[src/rtl/fin_test_gen_pkg.sv]
// Shared definitions for the test-signal generator: config-word field offsets
// and the config-word width helper.
package fin_test_gen_pkg;

    // Flag positions are offsets above the DIV_W-bit N field
    localparam int EN_OFS    = 0;
    localparam int INV_OFS   = 1;
    localparam int PULSE_OFS = 2;

    function automatic int cfg_width(input int div_w);
        return div_w + 3;
    endfunction

endpackage

[src/rtl/fin_test_chan.sv]
// One test-signal channel: config register, down-counter, phase bit and the
// registered output (phase XOR INV).
module fin_test_chan
    import fin_test_gen_pkg::*;
#(
    parameter int DIV_W = 16
) (
    input  logic                          clk_i,
    input  logic                          rst_i,
    input  logic                          wr_i,
    input  logic                          sync_i,
    input  logic [cfg_width(DIV_W)-1:0]   data_i,
    output logic [cfg_width(DIV_W)-1:0]   cfg_o,
    output logic                          fin_o
);

    localparam int CW = cfg_width(DIV_W);

    logic [CW-1:0]    cfg_q, cfg_d;
    logic [DIV_W-1:0] cnt_q, cnt_d;
    logic             phase_q, phase_d;
    logic             fin_q, fin_d;

    logic [DIV_W-1:0] n_cur;
    logic             en, inv, pulse;

    assign n_cur = cfg_q[DIV_W-1:0];
    assign en    = cfg_q[DIV_W+EN_OFS];
    assign inv   = cfg_q[DIV_W+INV_OFS];
    assign pulse = cfg_q[DIV_W+PULSE_OFS];

    // A write beats sync, sync beats counting; a disabled channel sits at N with phase 0
    always_comb begin
        cfg_d   = cfg_q;
        cnt_d   = cnt_q;
        phase_d = phase_q;
        fin_d   = phase_q ^ inv;
        if (wr_i) begin
            cfg_d   = data_i;
            cnt_d   = data_i[DIV_W-1:0];
            phase_d = 1'b0;
        end else if (sync_i || !en) begin
            cnt_d   = n_cur;
            phase_d = 1'b0;
        end else if (cnt_q == '0) begin
            cnt_d   = n_cur;
            phase_d = pulse ? 1'b1 : ~phase_q;
        end else begin
            cnt_d = cnt_q - DIV_W'(1);
            if (pulse) begin
                phase_d = 1'b0;
            end
        end
    end

    always_ff @(posedge clk_i or posedge rst_i) begin
        if (rst_i) begin
            cfg_q   <= '0;
            cnt_q   <= '0;
            phase_q <= 1'b0;
            fin_q   <= 1'b0;
        end else begin
            cfg_q   <= cfg_d;
            cnt_q   <= cnt_d;
            phase_q <= phase_d;
            fin_q   <= fin_d;
        end
    end

    assign cfg_o = cfg_q;
    assign fin_o = fin_q;

endmodule

[src/rtl/fin_test_gen.sv]
// Multi-channel square/pulse test-signal generator with per-channel config
// writes, registered readback and a global phase-restart input.
module fin_test_gen
    import fin_test_gen_pkg::*;
#(
    parameter int CHANNELS = 24,
    parameter int DIV_W    = 16,
    parameter int ADDR_W   = 5
) (
    input  logic                          clk_i,
    input  logic                          rst_i,
    input  logic                          wr_i,
    input  logic                          rd_i,
    input  logic [ADDR_W-1:0]             addr_i,
    input  logic [cfg_width(DIV_W)-1:0]   data_i,
    input  logic                          sync_i,
    output logic [cfg_width(DIV_W)-1:0]   rdata_o,
    output logic                          rvalid_o,
    output logic [CHANNELS-1:0]           fin_o
);

    localparam int CW = cfg_width(DIV_W);

    logic [CW-1:0] cfg_all [CHANNELS];
    logic [CW-1:0] rdata_q, rdata_d;
    logic          rvalid_q, rvalid_d;

    // Addresses at or above CHANNELS match no channel, so such writes vanish
    for (genvar i = 0; i < CHANNELS; i++) begin : g_chan
        logic wr_sel;
        assign wr_sel = wr_i && (addr_i == ADDR_W'(i));

        fin_test_chan #(
            .DIV_W (DIV_W)
        ) u_chan (
            .clk_i  (clk_i),
            .rst_i  (rst_i),
            .wr_i   (wr_sel),
            .sync_i (sync_i),
            .data_i (data_i),
            .cfg_o  (cfg_all[i]),
            .fin_o  (fin_o[i])
        );
    end

    // Readback samples the pre-write config and holds between reads
    always_comb begin
        rvalid_d = rd_i;
        rdata_d  = rdata_q;
        if (rd_i) begin
            rdata_d = '0;
            for (int i = 0; i < CHANNELS; i++) begin
                if (addr_i == ADDR_W'(i)) begin
                    rdata_d = cfg_all[i];
                end
            end
        end
    end

    always_ff @(posedge clk_i or posedge rst_i) begin
        if (rst_i) begin
            rdata_q  <= '0;
            rvalid_q <= 1'b0;
        end else begin
            rdata_q  <= rdata_d;
            rvalid_q <= rvalid_d;
        end
    end

    assign rdata_o  = rdata_q;
    assign rvalid_o = rvalid_q;

endmodule
[config.mk]
export PLATFORM = sky130hd
export DESIGN_NAME = fin_test_gen
export DESIGN_NICKNAME = d
export VERILOG_FILES = /design/src/rtl/fin_test_gen_pkg.sv /design/src/rtl/fin_test_chan.sv /design/src/rtl/fin_test_gen.sv
export SDC_FILE = /design/constraint.sdc
export NUM_CORES = 2
export LEC_CHECK = 0
export BUFFER_PORTS_ARGS = -buffer_cell sky130_fd_sc_hd__buf_2
export CAP_MARGIN = 20
export CORE_ASPECT_RATIO = 1.4
export CORE_MARGIN = 4
export CORE_UTILIZATION = 55
export CTS_CLUSTER_SIZE = 12
export DETAILED_ROUTE_END_ITERATION = 10
export PLACE_DENSITY = 0.7
export SLEW_MARGIN = 20
export SYNTH_ARGS = -nofsm -noshare
export SYNTH_HDL_FRONTEND = slang
export SYNTH_SLANG_ARGS = --single-unit
[constraint.sdc]
create_clock -name clk_i -period 24.9 [get_ports clk_i]
set_input_delay 1.245 -clock clk_i [delete_from_list [all_inputs] [get_ports clk_i]]
set_output_delay 1.245 -clock clk_i [all_outputs]
set_load 0.1 [all_outputs]
==> flow_metrics.env <==
export IMPL_critPathMaxStageDelay_ns=0.89
export IMPL_grt_max_degree=182
export IMPL_io_buffers=72
export IMPL_fill_cells=7406
export IMPL_period_share_pct=17.88
export IMPL_final_common_cell="nand2_1"
export IMPL_routed_via_count=40500
export IMPL_drt_iter0_markers=4643
export IMPL_die_area_um2=91150
export IMPL_drc=0
export IMPL_p_sw_mw=1.719
export IMPL_crit_fanout=112
export IMPL_worstPathCellList="clkbuf_8 > buf_12 > or4b_2 > a21oi_2 > a21oi_1 > a2111oi_0 > buf_4 > o221ai_1 > a21oi_1"
export IMPL_finalHoldViolCount=0
export IMPL_track_usage_pct=33.84
export IMPL_grt_pass1_wl_mm=236.8
export IMPL_power_density_nw_per_um2=92.94
export IMPL_crit_type="input port to flip-flop"
export IMPL_clkSinkCount=908
export IMPL_area_delta_synth_final_pct=8.154
export IMPL_final_cells=6527
export IMPL_initial_core_util_pct=55.43
export IMPL_cts_buffers=92
export IMPL_layout_common_cells="1600 x nand2_1, 908 x dfrtp_1, 598 x o21ai_0, 277 x nor2_1, 246 x a21oi_1"
export IMPL_pwr_share_clk_pct=28.1
export IMPL_critPathTopFamily="compound AO/OA/AOI/OAI gates"
export IMPL_timing_slew_headroom_pct=15.66
export IMPL_post_cts_buffers=0
export IMPL_dp_hpwl_mm=103.9
export IMPL_row_count=127
export IMPL_crit_required_ns=25.47
export IMPL_worstMarginPinSlew_ns=1.265
export IMPL_antenna_found_initial=6
export IMPL_vdd_drop_max_mv=0.07358
export IMPL_synth_edf_count=0
export IMPL_ctsLongestPathBuffers=3
export IMPL_cts_resized=0
export IMPL_dpl_cell_count=6378
export IMPL_yosysSeqAreaShare_pct=47.86
export IMPL_swShare_pct=36.02
export IMPL_syn_num_nets=5563
export IMPL_power_frac_comb_pct=26.8
export IMPL_ys_ff_latch=908
export IMPL_gp_congestion=1.035
export IMPL_status="complete, no violations"
export IMPL_die_x_um=256.3
export IMPL_final_setup_tns_ns=0
export IMPL_cts_root_buf="clkbuf_16"
export IMPL_period_minus_slack_ns=4.453
export IMPL_finalClockSkew_ns=0.03301
export IMPL_fmax_mhz=224.6
export IMPL_leakagePower_nw=23.58
export IMPL_die_h_um=355.6
export IMPL_synth_ff_type="dfrtp_1"
export IMPL_max_cap_violations=0
export IMPL_intPower_mw=3.053
export IMPL_wl_per_cell_um=23.96
export IMPL_tritoncts="done"
export IMPL_synth_distinct_cells=80
export IMPL_grt_pass1_vias=38860
export IMPL_cp_num_buf_inv=3
export IMPL_globalRouteOverflowTotal=0
export IMPL_drt_first_pass_iters=9
export IMPL_ctsHtreeMaxLevel=3
export IMPL_start_kind="input port"
export IMPL_finalInstanceArea_um2=51350
export IMPL_finalCoreUtilization_pct=59.95
export IMPL_cp_end_kind="flip-flop"
export IMPL_drv_slew=0
export IMPL_core_um2=85650
export IMPL_ant_nets=0
export IMPL_fin_nets=5456
export IMPL_synth_cells=5486
export IMPL_placed_cell_area_um2=48480
export IMPL_ios=73
export IMPL_hold_path_class="flip-flop to flip-flop"
export IMPL_cp_arrival_ns=5.03
export IMPL_power_mw=4.772
export IMPL_crit_top_cell="a21oi_1"
export IMPL_drive_above_1_share_pct=7.113
export IMPL_path_clk_slew_ns=0.06
export IMPL_finalSetupViolations=0
export IMPL_clkLatencyLatePin_ns=0.67
export IMPL_yosys_warnings=0
export IMPL_rsz0062_at_grt="false"
export IMPL_avgSynthCellArea_um2=8.654
export IMPL_async_flop_share_pct=100.0
export IMPL_drt_wl_total_mm=156.4
export IMPL_hold_buffers=0
export IMPL_routed_via_density=6.206
export IMPL_crit_path_top_delay_cell="a2111oi_0"
export IMPL_power_frac_seq_pct=45.1
export IMPL_syn_area_um2=47480
-- cell usage after synthesis (11+ instances only) --
master / instances / area, um2
a211oi_1: 11 / 82.58
a21oi_1: 247 / 1236
a221oi_1: 30 / 262.8
a22oi_1: 15 / 112.6
a2bb2oi_1: 12 / 105.1
a31oi_1: 20 / 125.1
buf_1: 11 / 41.29
buf_2: 47 / 235.2
buf_4: 30 / 225.2
clkbuf_1: 262 / 983.4
dfrtp_1: 908 / 22720
ha_1: 48 / 600.6
inv_1: 67 / 251.5
mux2_2: 25 / 281.5
mux2i_1: 146 / 1461
mux4_2: 18 / 405.4
nand2_1: 1600 / 6006
nand2b_1: 65 / 406.6
nand3_1: 49 / 245.2
nand3b_1: 18 / 135.1
nor2_1: 297 / 1115
nor2b_1: 28 / 175.2
nor3_1: 99 / 495.5
nor3b_1: 13 / 97.59
nor4_1: 75 / 469.2
nor4b_1: 38 / 332.8
o211ai_1: 16 / 120.1
o21ai_0: 598 / 2993
o21ai_1: 23 / 115.1
o221ai_1: 17 / 148.9
o22ai_1: 26 / 162.7
o31ai_1: 38 / 285.3
or3_1: 34 / 212.7
or4_1: 63 / 473.0
xnor2_1: 245 / 2146
xor2_1: 99 / 867.1
-- sequential cells by signal (all words and copies together), names as in the netlist --
signal,cells
g_chan.u_chan.cfg_o,456
g_chan.u_chan.cnt_q,384
g_chan.u_chan.fin_o,24
g_chan.u_chan.phase_q,24
rdata_o,19
rvalid_o,1
-- per-layer routing --
layer  wire (um)  vias to the layer above  global-route usage [%]
met3       14410                      529                   7.024
met5          27                        -                       0
met2       69830                     1828                   52.52
li1            -                    18530                       -
met4       12240                        4                   21.47
met1       59900                    19610                   43.53
-- per-stage QoR --
stage | worst slack [ns] | hold WS (ns)
after global placement | 19.99 | 0.4637
after detailed placement | 20.04 | 0.4654
after floorplan | 11.16 | 0.4307
after global routing | 20.38 | 0.4915
final | 20.45 | 0.4677
after CTS | 20.74 | 0.4732
-- cell type report --
| cell class | instances | area [um2] | area share (%) |
|---|---|---|---|
| diodes | 4 | 10.01 | 0.01949 |
| clock buffers | 129 | 2624 | 5.110 |
| clock inverters | 13 | 151.4 | 0.2948 |
| inverters | 69 | 262.8 | 0.5117 |
| multi-input cells | 4156 | 23150 | 45.09 |
| flip-flops and latches | 908 | 22720 | 44.25 |
| well taps | 1096 | 1371 | 2.671 |
| repair buffers | 152 | 1056 | 2.057 |
-- power by group through the flow --
stage                     sequential (mW)  combinational, mW  clock (mW)
after floorplan                      2.06              0.983           0
after global placement               2.16               1.23           0
after detailed placement             2.16               1.26           0
after CTS                            2.14               1.27        1.35
after global routing                 2.19               1.42        1.41
final                                2.15               1.28        1.34
-- path summary, 6_finish.rpt --
kind / start / end / slack [ns] / cells past startpoint
worst min-delay path: g_chan[19].u_chan.phase_q / g_chan[19].u_chan.fin_o / 0.47 / 1
worst min register to register: g_chan[19].u_chan.phase_q / g_chan[19].u_chan.fin_o / 0.47 / 1
worst max register to register: g_chan[4].u_chan.cnt_q[0] / g_chan[4].u_chan.cnt_q[10] / 22.10 / 8
min in group asynchronous: rst_i / g_chan[10].u_chan.cfg_o[12] / 0.76 / 3
worst max-delay path: addr_i[0] / rdata_o[11] / 20.45 / 9
max in group asynchronous: rst_i / g_chan[6].u_chan.cfg_o[6] / 21.51 / 6
-- worst reg2reg max path, delay by kind of cell, from the launching register on --
kind                       cells  cell delay (ns)
AOI/OAI and AO/OA              2             0.25
xor gates and xnor gates       1             0.19
adders and majority gates      1             0.20
buffers and inverters          1             0.10
DFF                            1             0.43
and+or+nand+nor                3             1.48
-- cell families after synthesis --
| kind of cell | after synthesis | share of synthesized area, % |
|---|---|---|
| adder cells (fa/ha/maj) | 48 | 1.265 |
| buffers and inverters | 422 | 3.745 |
| XOR/XNOR | 344 | 6.346 |
| AND/OR/NAND/NOR | 2444 | 22.55 |
| multiplexers | 189 | 4.525 |
| flip-flops | 908 | 47.86 |
| AO/OA/AOI/OAI | 1131 | 13.71 |
No activity file was read; power rests on OpenSTA's default activity.
